File: src/rtl/mem_port_arbiter_if.sv
// rtl/mem_port_arbiter_if.sv - requester and memory bus bundle for mem_port_arbiter
//
// Signals:
//   d_req/d_rw/d_addr/d_wdata/d_size  data-port request, held stable until d_gnt
//   d_gnt/d_stall/d_rvalid/d_rdata    data-port grant, stall and read response
//   i_req/i_addr                      fetch request (always a word read)
//   i_gnt/i_stall/i_rvalid/i_rdata    fetch grant, stall and read response
//   mem_en/mem_rw/mem_addr/mem_wdata/mem_size  single-ported memory command
//   mem_rdata                         memory read data, MEM_LATENCY cycles after mem_en
// Modports: slave = arbiter side, master = requesters plus memory model side.
interface mem_port_arbiter_if;
    logic        d_req;
    logic        d_rw;
    logic [31:0] d_addr;
    logic [31:0] d_wdata;
    logic [1:0]  d_size;
    logic        d_gnt;
    logic        d_stall;
    logic        d_rvalid;
    logic [31:0] d_rdata;
    logic        i_req;
    logic [31:0] i_addr;
    logic        i_gnt;
    logic        i_stall;
    logic        i_rvalid;
    logic [31:0] i_rdata;
    logic        mem_en;
    logic        mem_rw;
    logic [31:0] mem_addr;
    logic [31:0] mem_wdata;
    logic [1:0]  mem_size;
    logic [31:0] mem_rdata;

    modport slave (
        input  d_req, d_rw, d_addr, d_wdata, d_size, i_req, i_addr, mem_rdata,
        output d_gnt, d_stall, d_rvalid, d_rdata,
        output i_gnt, i_stall, i_rvalid, i_rdata,
        output mem_en, mem_rw, mem_addr, mem_wdata, mem_size
    );

    modport master (
        output d_req, d_rw, d_addr, d_wdata, d_size, i_req, i_addr, mem_rdata,
        input  d_gnt, d_stall, d_rvalid, d_rdata,
        input  i_gnt, i_stall, i_rvalid, i_rdata,
        input  mem_en, mem_rw, mem_addr, mem_wdata, mem_size
    );
endinterface

File: src/rtl/mem_port_arbiter.sv
// rtl/mem_port_arbiter.sv - shared memory arbiter between fetch and data ports
//
// Grants one memory access per cycle to the data or fetch requester, tags every
// read in flight and steers mem_rdata back to the owner after MEM_LATENCY cycles.
// Data wins conflicts unless the fetch port has lost STARVE_LIMIT in a row.
//
// Parameters: MEM_LATENCY (1..4), STARVE_LIMIT (1..15)
// Ports:
//   clock, reset  clock and synchronous active-high reset
//   bus           mem_port_arbiter_if.slave (requests, grants, stalls, responses, memory bus)
//   perf_d_grants, perf_i_grants, perf_i_stall  event counters, only with ARB_PERF_CNT_EN
// Optional macro: ARB_PERF_CNT_EN adds the three performance counters.
module mem_port_arbiter #(
    parameter int MEM_LATENCY  = 1,
    parameter int STARVE_LIMIT = 3
) (
    input  logic              clock,
    input  logic              reset,
`ifdef ARB_PERF_CNT_EN
    output logic [31:0]       perf_d_grants,
    output logic [31:0]       perf_i_grants,
    output logic [31:0]       perf_i_stall,
`endif
    mem_port_arbiter_if.slave bus
);
    localparam logic [3:0] STARVE_MAX = 4'(STARVE_LIMIT);

    logic                   conflict;
    logic                   fetch_wins;
    logic                   d_grant;
    logic                   i_grant;
    logic [3:0]             starve_q, starve_d;
    // One slot per latency cycle: vld marks a read in flight, tag 1 = fetch owner.
    logic [MEM_LATENCY-1:0] vld_q, vld_d;
    logic [MEM_LATENCY-1:0] tag_q, tag_d;
    logic                   resp_v;
    logic                   resp_t;

    // Grants are suppressed during reset so nothing enters the response pipe.
    assign conflict   = bus.d_req & bus.i_req;
    assign fetch_wins = conflict & (starve_q == STARVE_MAX);
    assign d_grant    = ~reset & bus.d_req & ~fetch_wins;
    assign i_grant    = ~reset & bus.i_req & ~d_grant;

    assign bus.d_gnt   = d_grant;
    assign bus.i_gnt   = i_grant;
    assign bus.d_stall = ~reset & bus.d_req & ~d_grant;
    assign bus.i_stall = ~reset & bus.i_req & ~i_grant;

    always_comb begin
        bus.mem_en    = d_grant | i_grant;
        bus.mem_rw    = 1'b0;
        bus.mem_addr  = '0;
        bus.mem_wdata = '0;
        bus.mem_size  = '0;
        if (d_grant) begin
            bus.mem_rw    = bus.d_rw;
            bus.mem_addr  = bus.d_addr;
            bus.mem_wdata = bus.d_wdata;
            bus.mem_size  = bus.d_size;
        end else if (i_grant) begin
            bus.mem_addr  = bus.i_addr;
            bus.mem_size  = 2'd2;
        end
    end

    // The tail slot is masked during reset so a response due that cycle is dropped.
    assign resp_v       = ~reset & vld_q[MEM_LATENCY-1];
    assign resp_t       = tag_q[MEM_LATENCY-1];
    assign bus.d_rvalid = resp_v & ~resp_t;
    assign bus.i_rvalid = resp_v & resp_t;
    assign bus.d_rdata  = (resp_v & ~resp_t) ? bus.mem_rdata : '0;
    assign bus.i_rdata  = (resp_v & resp_t) ? bus.mem_rdata : '0;

    always_comb begin
        starve_d = starve_q;
        if (i_grant) begin
            starve_d = '0;
        end else if (conflict && d_grant) begin
            starve_d = starve_q + 4'd1;
        end

        vld_d    = '0;
        tag_d    = '0;
        vld_d[0] = (d_grant & ~bus.d_rw) | i_grant;
        tag_d[0] = i_grant;
        for (int k = 1; k < MEM_LATENCY; k++) begin
            vld_d[k] = vld_q[k-1];
            tag_d[k] = tag_q[k-1];
        end
    end

    always_ff @(posedge clock) begin
        if (reset) begin
            starve_q <= '0;
            vld_q    <= '0;
            tag_q    <= '0;
        end else begin
            starve_q <= starve_d;
            vld_q    <= vld_d;
            tag_q    <= tag_d;
        end
    end

`ifdef ARB_PERF_CNT_EN
    logic [31:0] perf_d_q, perf_d_d;
    logic [31:0] perf_i_q, perf_i_d;
    logic [31:0] perf_s_q, perf_s_d;

    always_comb begin
        perf_d_d = perf_d_q + {31'b0, d_grant};
        perf_i_d = perf_i_q + {31'b0, i_grant};
        perf_s_d = perf_s_q + {31'b0, bus.i_stall};
    end

    always_ff @(posedge clock) begin
        if (reset) begin
            perf_d_q <= '0;
            perf_i_q <= '0;
            perf_s_q <= '0;
        end else begin
            perf_d_q <= perf_d_d;
            perf_i_q <= perf_i_d;
            perf_s_q <= perf_s_d;
        end
    end

    assign perf_d_grants = reset ? '0 : perf_d_q;
    assign perf_i_grants = reset ? '0 : perf_i_q;
    assign perf_i_stall  = reset ? '0 : perf_s_q;
`endif
endmodule

File: src/flat_wrapper.sv
// flat-port wrapper written by rule: the top's interface ports become plain ports
module mem_port_arbiter_flat 
#(
    parameter int MEM_LATENCY  = 1,
    parameter int STARVE_LIMIT = 3
)
  (clock, reset, bus_d_req, bus_d_rw, bus_d_addr, bus_d_wdata, bus_d_size, bus_i_req, bus_i_addr, bus_mem_rdata, bus_d_gnt, bus_d_stall, bus_d_rvalid, bus_d_rdata, bus_i_gnt, bus_i_stall, bus_i_rvalid, bus_i_rdata, bus_mem_en, bus_mem_rw, bus_mem_addr, bus_mem_wdata, bus_mem_size);
  mem_port_arbiter_if bus_i ();
  input  logic clock;
  input  logic reset;
  input wire logic [$bits(bus_i.d_req)-1:0] bus_d_req;
  input wire logic [$bits(bus_i.d_rw)-1:0] bus_d_rw;
  input wire logic [$bits(bus_i.d_addr)-1:0] bus_d_addr;
  input wire logic [$bits(bus_i.d_wdata)-1:0] bus_d_wdata;
  input wire logic [$bits(bus_i.d_size)-1:0] bus_d_size;
  input wire logic [$bits(bus_i.i_req)-1:0] bus_i_req;
  input wire logic [$bits(bus_i.i_addr)-1:0] bus_i_addr;
  input wire logic [$bits(bus_i.mem_rdata)-1:0] bus_mem_rdata;
  output wire logic [$bits(bus_i.d_gnt)-1:0] bus_d_gnt;
  output wire logic [$bits(bus_i.d_stall)-1:0] bus_d_stall;
  output wire logic [$bits(bus_i.d_rvalid)-1:0] bus_d_rvalid;
  output wire logic [$bits(bus_i.d_rdata)-1:0] bus_d_rdata;
  output wire logic [$bits(bus_i.i_gnt)-1:0] bus_i_gnt;
  output wire logic [$bits(bus_i.i_stall)-1:0] bus_i_stall;
  output wire logic [$bits(bus_i.i_rvalid)-1:0] bus_i_rvalid;
  output wire logic [$bits(bus_i.i_rdata)-1:0] bus_i_rdata;
  output wire logic [$bits(bus_i.mem_en)-1:0] bus_mem_en;
  output wire logic [$bits(bus_i.mem_rw)-1:0] bus_mem_rw;
  output wire logic [$bits(bus_i.mem_addr)-1:0] bus_mem_addr;
  output wire logic [$bits(bus_i.mem_wdata)-1:0] bus_mem_wdata;
  output wire logic [$bits(bus_i.mem_size)-1:0] bus_mem_size;
  assign bus_i.d_req = bus_d_req;
  assign bus_i.d_rw = bus_d_rw;
  assign bus_i.d_addr = bus_d_addr;
  assign bus_i.d_wdata = bus_d_wdata;
  assign bus_i.d_size = bus_d_size;
  assign bus_i.i_req = bus_i_req;
  assign bus_i.i_addr = bus_i_addr;
  assign bus_i.mem_rdata = bus_mem_rdata;
  assign bus_d_gnt = bus_i.d_gnt;
  assign bus_d_stall = bus_i.d_stall;
  assign bus_d_rvalid = bus_i.d_rvalid;
  assign bus_d_rdata = bus_i.d_rdata;
  assign bus_i_gnt = bus_i.i_gnt;
  assign bus_i_stall = bus_i.i_stall;
  assign bus_i_rvalid = bus_i.i_rvalid;
  assign bus_i_rdata = bus_i.i_rdata;
  assign bus_mem_en = bus_i.mem_en;
  assign bus_mem_rw = bus_i.mem_rw;
  assign bus_mem_addr = bus_i.mem_addr;
  assign bus_mem_wdata = bus_i.mem_wdata;
  assign bus_mem_size = bus_i.mem_size;
  mem_port_arbiter #(.MEM_LATENCY(MEM_LATENCY), .STARVE_LIMIT(STARVE_LIMIT)) u_core (.clock(clock), .reset(reset), .bus(bus_i));
endmodule
File: config.mk
export PLATFORM = sky130hd
export DESIGN_NAME = mem_port_arbiter_flat
export DESIGN_NICKNAME = d
export VERILOG_FILES = /design/src/rtl/mem_port_arbiter_if.sv /design/src/rtl/mem_port_arbiter.sv /design/src/flat_wrapper.sv
export SDC_FILE = /design/constraint.sdc
export NUM_CORES = 1
export LEC_CHECK = 0
export CAP_MARGIN = 20
export CORE_AREA = 2 2 107 109
export DETAILED_ROUTE_END_ITERATION = 10
export DIE_AREA = 0 0 109 111
export MAX_ROUTING_LAYER = met4
export PLACE_DENSITY = 0.59
export SYNTH_ARGS = -nofsm -noshare
export SYNTH_HDL_FRONTEND = slang
export SYNTH_SLANG_ARGS = --single-unit
File: constraint.sdc
create_clock -name clock -period 1.9 [get_ports clock]
set_input_delay 0.38 -clock clock [delete_from_list [all_inputs] [get_ports clock]]
set_output_delay 0.38 -clock clock [all_outputs]
set_load 0.05 [all_outputs]
### Word-level counts from Yosys, hierarchy flattened

Cells that the tools add are included.

* bits in registers: 6
* output and inout bits: 138
* logic and storage cells: 35

* $add $sub $neg: 1
* equal/unequal tests: 1
* multiplexer cells: 8
* bitwise operators: 20
* reductions and logical operators: 2

Operators by type and width (count)
* 32-bit two-way mux: 5
* 1-bit AND: 12
* 1-bit NOT: 6
* 4-bit by 1-bit adder with 4-bit output (second input constant): 1
* 4-bit by 2-bit == test with 1-bit output (second input constant): 1
* 2-bit two-way mux: 2
* 1-bit bitwise OR: 2
* 2-bit OR reduction: 1
* 1-bit logical AND: 1
* 1-bit two-way mux: 1

### Depth between registers and ports, before layout

Gate-level depths: netlist (run 1).

* depth in word-level cells: 8
* gate-level depth with buffers: 5

### Worst setup path before layout (run 1)

Ideal clock, no wire load.

* path type: input to output
* start: in bus_i_req
* end: out bus_mem_size[1]
* data arrival time: 2530 ps
* data required time: 1520 ps
* setup slack: -1010 ps
* stages on the path: 4
* cells stage by stage: buf_2 nor2_1 nor2_1 a21boi_0

* word-level cells in the longest chain between the ends: 8
* elaborated cells between the ends (all ways): 9
* those cells by class: mux (2); bitwise (7)

Ends and longest elaborated chain
* start, declared: line flat_wrapper.sv:16 `input wire logic [$bits(bus_i.i_req)-1:0] bus_i_req;`
* 1-bit AND: line mem_port_arbiter.sv:40 `assign conflict = bus.d_req & bus.i_req;`
* 1-bit AND: line mem_port_arbiter.sv:41 `assign fetch_wins = conflict & (starve_q == STARVE_MAX);`
* 1-bit NOT: line mem_port_arbiter.sv:42 `assign d_grant = ~reset & bus.d_req & ~fetch_wins;`
* 1-bit AND: line mem_port_arbiter.sv:42
* 1-bit NOT: line mem_port_arbiter.sv:43 `assign i_grant = ~reset & bus.i_req & ~d_grant;`
* 1-bit AND: line mem_port_arbiter.sv:43
* 2-bit two-way mux: line mem_port_arbiter.sv:61 `end else if (i_grant) begin`
* 2-bit two-way mux (*): line mem_port_arbiter.sv:56 `if (d_grant) begin`
* end, declared: line flat_wrapper.sv:31 `output wire logic [$bits(bus_i.mem_size)-1:0] bus_mem_size;`

Mark *: on every way between the ends. The rest lies on a longest branch, timed or not.

### Worst setup path in the final report (run 1)

* start: reg u_core.starve_q[1]
* end: out bus_mem_addr[23]

* word-level cells in the longest chain between the ends: 8

Ends and longest elaborated chain
* start, declared: line mem_port_arbiter.sv:32 `logic [3:0] starve_q, starve_d;`
* start signal, assigned: line mem_port_arbiter.sv:99 `starve_q <= starve_d;`
* 4-bit by 2-bit == test with 1-bit output (*): line mem_port_arbiter.sv:41
* 1-bit AND (*): line mem_port_arbiter.sv:41
* 1-bit NOT (*): line mem_port_arbiter.sv:42
* 1-bit AND (*): line mem_port_arbiter.sv:42
* 1-bit NOT: line mem_port_arbiter.sv:43
* 1-bit AND: line mem_port_arbiter.sv:43
* 32-bit two-way mux: line mem_port_arbiter.sv:61
* 32-bit two-way mux (*): line mem_port_arbiter.sv:56
* end, declared: line flat_wrapper.sv:29 `output wire logic [$bits(bus_i.mem_addr)-1:0] bus_mem_addr;`

Marks and branches as above.

==> results of run 1 <==
synth_stat cells (all sizes together) (2+ instances only):
cell	n	area [um2]
and2	99	619.3
a22o	32	289.0
clkbuf	12	45.04
buf	6	48.79
dfxtp	6	120.1
inv	3	11.26
nor2	3	11.26
a211oi	2	27.53
a21boi	2	15.01
a21oi	2	10.01
a31o	2	17.52
a31oi	2	18.77
nand2	2	7.510
nor3b	2	15.01
layer usage:
metal,wire (um),global-route usage (%),part of all wire [%],vias up
met5,0,-,0,-
met4,59,2.650,0.58,0
met3,959,3.469,9.5,4
met2,5658,31.64,56,159
met1,3461,17.43,34,1157
li1,-,-,-,1247
stage by stage:
step           cell area [um2]  power, mW  worst slack [ns]  hold WS (ns)  utilization (%)
3_3_place_gp              6108      1.541           -0.3468        0.5783            55.15
2_1_floorplan             1720     0.7241           -0.1624        0.4791                -
5_1_grt                   6755      2.118           -0.4398        0.6331            60.99
4_1_cts                   6671      2.043           -0.4321        0.6041            60.23
3_5_place_dp              6108      1.555           -0.3568        0.5935            55.15
6_report                  6755      2.039           -0.3940        0.6116            60.99
final timing paths:
path	slack, ns	startpoint	depth (start not counted)	endpoint
worst max-delay path	-0.39	u_core.starve_q[1]	7	bus_mem_addr[23]
worst min-delay path	0.61	u_core.starve_q[0]	2	u_core.starve_q[1]
worst max register to register	0.53	u_core.starve_q[1]	6	u_core.starve_q[0]
worst min register to register	0.61	u_core.starve_q[0]	2	u_core.starve_q[1]
cells by family (layout without fill, tap and decap cells):
| logic type | after synthesis | count (layout) | share of synthesized area (%) |
|---|---|---|---|
| simple gates | 116 | 116 | 53.90 |
| compound gates | 43 | 43 | 28.44 |
| buf+inv | 21 | 318 | 7.806 |
| flops | 6 | 6 | 8.922 |
| fa+ha+maj | 1 | 1 | 0.9292 |
layout make-up:
| cell class | count | area [um2] | area share [%] |
|---|---|---|---|
| Timing Repair Buffer | 312 | 4736 | 70.11 |
| Multi-Input combinational cell | 160 | 1629 | 24.12 |
| Sequential cell | 6 | 125.1 | 1.852 |
| Clock buffer | 3 | 75.07 | 1.111 |
| Inverter | 3 | 11.26 | 0.1667 |
| Tap cell | 143 | 178.9 | 2.649 |
sequential cells by signal, indices dropped and copies added (netlist names):
name,count
u_core.starve_q,4
u_core.vld_q,1
u_core.resp_t,1
worst max-delay path: cells and delay by family (launching register included):
family	cells	cell delay, ns
buffers and inverters	3	0.47
and+or+nand+nor	1	0.39
AOI/OAI and AO/OA	2	0.36
DFF	1	0.34
adders and majority gates	1	0.13
power by group through the flow:
stage | clock network (mW) | registers [mW] | logic [mW]
2_1_floorplan | 0 | 0.136 | 0.588
3_3_place_gp | 0 | 0.136 | 1.41
3_5_place_dp | 0 | 0.136 | 1.42
4_1_cts | 0.345 | 0.135 | 1.56
5_1_grt | 0.353 | 0.135 | 1.63
6_report | 0.337 | 0.135 | 1.57
repair_timing:
item | CTS | global route
setup buffers | 9 | 2
endpoints found under the setup margin | 138 | 76
gates cloned | 8 | 2
resized for setup | 78 | 14
pin swaps | 23 | 2
==> flow_metrics.py, run 1 <==
metrics = {
    "layout": {
        "fillers": 856,
        "nets": 622,
        "layout_commonest_cell": "buf_12",
        "instances_no_fill": 627,
        "n_antenna_cell": 0,
        "mostFrequentLayoutCells": "147 x buf_12, 131 x clkdlybuf4s50_1, 59 x and2_4",
        "area_growth_syn_to_layout_pct": 401.8,
        "drive_gt1_share_pct": 63.22,
    },
    "cts": {
        "clock_sinks": 6,
        "cts.reportedPaths.clkPinSlew_ns": 0.03,
        "root_buffer": "clkbuf_16",
        "cts.path.max_buffers": 2,
        "cts_htree_levels": 1,
        "holdBufCountCts": 0,
        "cts_tree": "done",
        "cts_buffers": 3,
        "clkLatencyLatePin_ns": 0.23,
    },
    "placement": {
        "port_buffers": 272,
        "dp_hpwl_um": 7834,
        "place_congestion": 0.7443,
        "dp_cells": 605,
    },
    "yosys": {
        "syn_area_um2": 1346,
        "synth-seq-cells": 6,
        "ys_seq_area_share_pct": 8.922,
        "syn_area_per_cell_um2": 7.199,
        "synthFlopType": "dfxtp_1",
        "synth_edf_count": 0,
        "synth_cell_types": 30,
        "syn_nets": 323,
        "synth_warnings": 0,
        "syn_inst": 187,
        "ys_async_sr_fraction_pct": 0,
    },
    "timing": {
        "tightest_slew_ns": 0.2648,
        "clock_skew_ns": 0.0002384,
        "finalCriticalPeriod_ns": 2.294,
        "post-route-period-util_pct": 120.7,
        "hold_viol_final": 0,
        "drv_slew": 0,
        "finalSetupTns_ns": -17.50,
        "fmaxAchievable_ghz": 0.4359,
        "relSlewSlack_pct": 82.21,
        "rsz0062_at_grt": "true",
        "finalSetupViolCount": 69,
        "worst_slack_ns": -0.3940,
    },
    "floorplanning": {
        "io_pins": 273,
        "rows": 39,
        "die_h_um": 111,
        "core-area_um2": 11080,
        "die_w_um": 109,
        "die_area_um2": 12100,
        "start_util_pct": 12.15,
    },
    "detailed_routing": {
        "drt_first_pass_iters": 4,
        "vias": 2567,
        "routed_via_density": 4.094,
        "ant_nets": 0,
        "drc": 0,
        "drtIter0Drc": 97,
        "routed_wl_um": 10140,
        "wire_per_inst_um": 16.17,
    },
    "power_and_ir_drop": {
        "switchingPower_mw": 0.7452,
        "leakage_nw": 2.838,
        "p_clk_share_pct": 16.5,
        "power_density_nw_per_um2": 301.8,
        "ir_worst_vdd_mv": 0.2057,
        "p_sw_share_pct": 36.55,
        "p_int_mw": 1.294,
        "power_frac_comb_pct": 76.8,
        "p_seq_share_pct": 6.6,
    },
    "critical_path": {
        "crit_arrival_ns": 1.91,
        "critPathLaunchType": "register",
        "end_kind": "primary output",
        "crit_type": "reg2out",
        "crit_slowest_cell": "or3b_4",
        "cp.required_ns": 1.52,
        "max_stage_delay_ns": 0.39,
        "crit_chain": "ha_4 > or3b_4 > a211oi_4 > buf_6 > buf_16 > a22o_4 > buf_12",
        "crit_fanout": 16,
    },
    "global_route": {
        "grt_max_degree": 34,
        "grt_pass1_wl_um": 15100,
        "overflow": 0,
        "grt_antenna_before_repair": 0,
        "grtUsageTotal_pct": 16.60,
        "grt_pass1_vias": 2747,
    },
    "run": {
        "drv_cap": 0,
    },
    "outcome": {
        "outcome": "complete, but fails checks",
        "violations": "setup timing",
    },
    "min_path": {
        "hp-class": "reg2reg",
    },
}
Power figures use the tool's default switching activity.
==> inputs of run 2 (changes only) <==
SKIP_LAST_GASP = 1   (was unset)
==> run 2 against run 1 <==
Combinational power barely moved. Sequential share of layout area barely moved. Critical path type unchanged. Largest cell class unchanged. Total power fell by 0.13%. Worst hold slack got worse by 0.0011 ns. The flow still finishes with violations (setup timing). Sequential power barely moved. Clock-buffer cell count did not move. Via count fell by 0.16%. Non-clock buffer count rose by 3. Fmax barely moved. Clock power barely moved. Die area did not move.
==> flow_metrics.py, run 2 (same netlist as run 1, synthesis figures left out) <==
metrics = {
    "cts": {
        "clock_sinks": 6,
        "cts.reportedPaths.clkPinSlew_ns": 0.03,
        "root_buffer": "clkbuf_16",
        "cts_htree_levels": 1,
        "cts_tree": "done",
        "clkLatencyLatePin_ns": 0.23,
        "cts.path.max_buffers": 2,
        "holdBufCountCts": 0,
        "cts_buffers": 3,
    },
    "critical_path": {
        "crit_chain": "ha_4 > or3b_4 > a211oi_4 > buf_6 > buf_16 > a22o_4 > buf_12",
        "crit_buf_inv": 3,
        "end_kind": "primary output",
        "cp.required_ns": 1.52,
        "crit_family": "buffers and inverters",
        "critPathLaunchType": "register",
        "crit_slowest_cell": "or3b_4",
        "crit_fanout": 16,
        "crit_arrival_ns": 1.92,
        "max_stage_delay_ns": 0.39,
        "crit_type": "reg2out",
    },
    "power_and_ir_drop": {
        "power_density_nw_per_um2": 301.6,
        "leakage_nw": 2.837,
        "ir_worst_vdd_mv": 0.2094,
    },
    "layout": {
        "instances_no_fill": 630,
        "largest_register_ffs": 4,
        "fillers": 862,
        "mostFrequentLayoutCells": "148 x buf_12, 131 x clkdlybuf4s50_1, 57 x and2_4",
        "area_growth_syn_to_layout_pct": 401.5,
        "top_register": "u_core.starve_q",
        "n_antenna_cell": 0,
        "layout_commonest_cell": "buf_12",
        "nets": 625,
        "drive_gt1_share_pct": 63.45,
    },
    "outcome": {
        "outcome": "complete, but fails checks",
        "violations": "setup timing",
    },
    "timing": {
        "fmaxAchievable_ghz": 0.4356,
        "clock_skew_ns": 0.0003513,
        "finalSetupViolCount": 70,
        "drv_slew": 0,
        "post-route-period-util_pct": 120.8,
        "finalSetupTns_ns": -18.09,
        "rsz0062_at_grt": "true",
        "tightest_slew_ns": 0.2648,
        "worst_slack_ns": -0.3958,
        "hold_viol_final": 0,
        "relSlewSlack_pct": 82.22,
        "finalCriticalPeriod_ns": 2.296,
    },
    "placement": {
        "dp_cells": 605,
        "dp_hpwl_um": 7834,
        "place_congestion": 0.7443,
        "port_buffers": 272,
    },
    "detailed_routing": {
        "drc": 0,
        "drt_first_pass_iters": 4,
        "drtIter0Drc": 69,
        "routed_wl_um": 10120,
        "ant_nets": 0,
        "vias": 2563,
        "wire_per_inst_um": 16.06,
        "routed_via_density": 4.068,
    },
    "floorplanning": {
        "core-area_um2": 11080,
        "die_w_um": 109,
        "start_util_pct": 12.15,
        "rows": 39,
        "io_pins": 273,
        "die_area_um2": 12100,
        "die_h_um": 111,
    },
    "min_path": {
        "hp-class": "reg2reg",
    },
    "global_route": {
        "grt_pass1_wl_um": 14970,
        "grt_antenna_before_repair": 0,
        "grt_pass1_vias": 2755,
        "grtUsageTotal_pct": 16.42,
        "overflow": 0,
        "grt_max_degree": 34,
    },
    "run": {
        "drv_cap": 0,
    },
}
==> run 2: cell count changes in the layout (fill, tap and decap cells not counted) <==
cell,delta
a22o_2,+3
a22o_4,-3
and2_2,+2
and2_4,-2
buf_6,+2
buf_12,+1
buf_16,-1
buf_4,+1
clkdlybuf4s15_1,-1
dlygate4sd2_1,+1
==> run 2: power by group <==
part / switching [mW] / internal, mW / total [mW]
Combinational: 0.672 / 0.892 / 1.56
Sequential: 0.00342 / 0.131 / 0.135
Clock: 0.0680 / 0.270 / 0.338
==> run 2: cell type report <==
| class | count | area [um2] | area share (%) |
|---|---|---|---|
| Timing Repair Buffer | 315 | 4757 | 70.46 |
| Multi-Input combinational cell | 160 | 1604 | 23.76 |
| Tap cell | 143 | 178.9 | 2.650 |
| Sequential cell | 6 | 125.1 | 1.853 |
| Clock buffer | 3 | 75.07 | 1.112 |
| Inverter | 3 | 11.26 | 0.1668 |
==> run 2: repair_timing <==
action,CTS,global route
gates cloned,8,2
pin swaps,23,6
setup endpoints to repair,138,76
resized for setup,61,27
setup buffers,9,6
==> run 2: worst reg2reg max path, delay by kind of cell, from the launching register on <==
| kind | cells | cell delay, ns |
|---|---|---|
| AOI/OAI and AO/OA | 2 | 0.33 |
| adders and majority gates | 1 | 0.13 |
| buffers and inverters | 5 | 0.67 |
| DFF | 1 | 0.34 |
==> run 2: per-layer routing <==
layer	part of all wire [%]	global-route usage, %	wire, um	vias up
li1	-	-	-	1253
met1	35	17.21	3514	1151
met2	56	31.51	5623	157
met3	9.2	3.410	934	2
met4	0.42	2.308	42	0
met5	0	-	0	-
==> run 2: per-stage QoR <==
stage / total power [mW] / utilization [%] / area [um2] / hold slack, ns / worst slack, ns
3_5_place_dp: 1.555 / 55.15 / 6108 / 0.5935 / -0.3568
4_1_cts: 2.030 / 59.96 / 6641 / 0.6041 / -0.4328
5_1_grt: 2.115 / 60.95 / 6751 / 0.6331 / -0.4438
6_report: 2.036 / 60.95 / 6751 / 0.6105 / -0.3958
3_3_place_gp: 1.541 / 55.15 / 6108 / 0.5783 / -0.3468
2_1_floorplan: 0.7241 / - / 1720 / 0.4791 / -0.1624
==> run 2: worst paths after layout <==
path | startpoint | slack (ns) | cells after the start | end
worst min register to register | u_core.starve_q[0] | 0.61 | 2 | u_core.starve_q[1]
worst max register to register | u_core.starve_q[1] | 0.30 | 8 | u_core.starve_q[0]
worst min-delay path | u_core.starve_q[0] | 0.61 | 2 | u_core.starve_q[1]
worst max-delay path | u_core.starve_q[1] | -0.40 | 7 | bus_mem_addr[23]
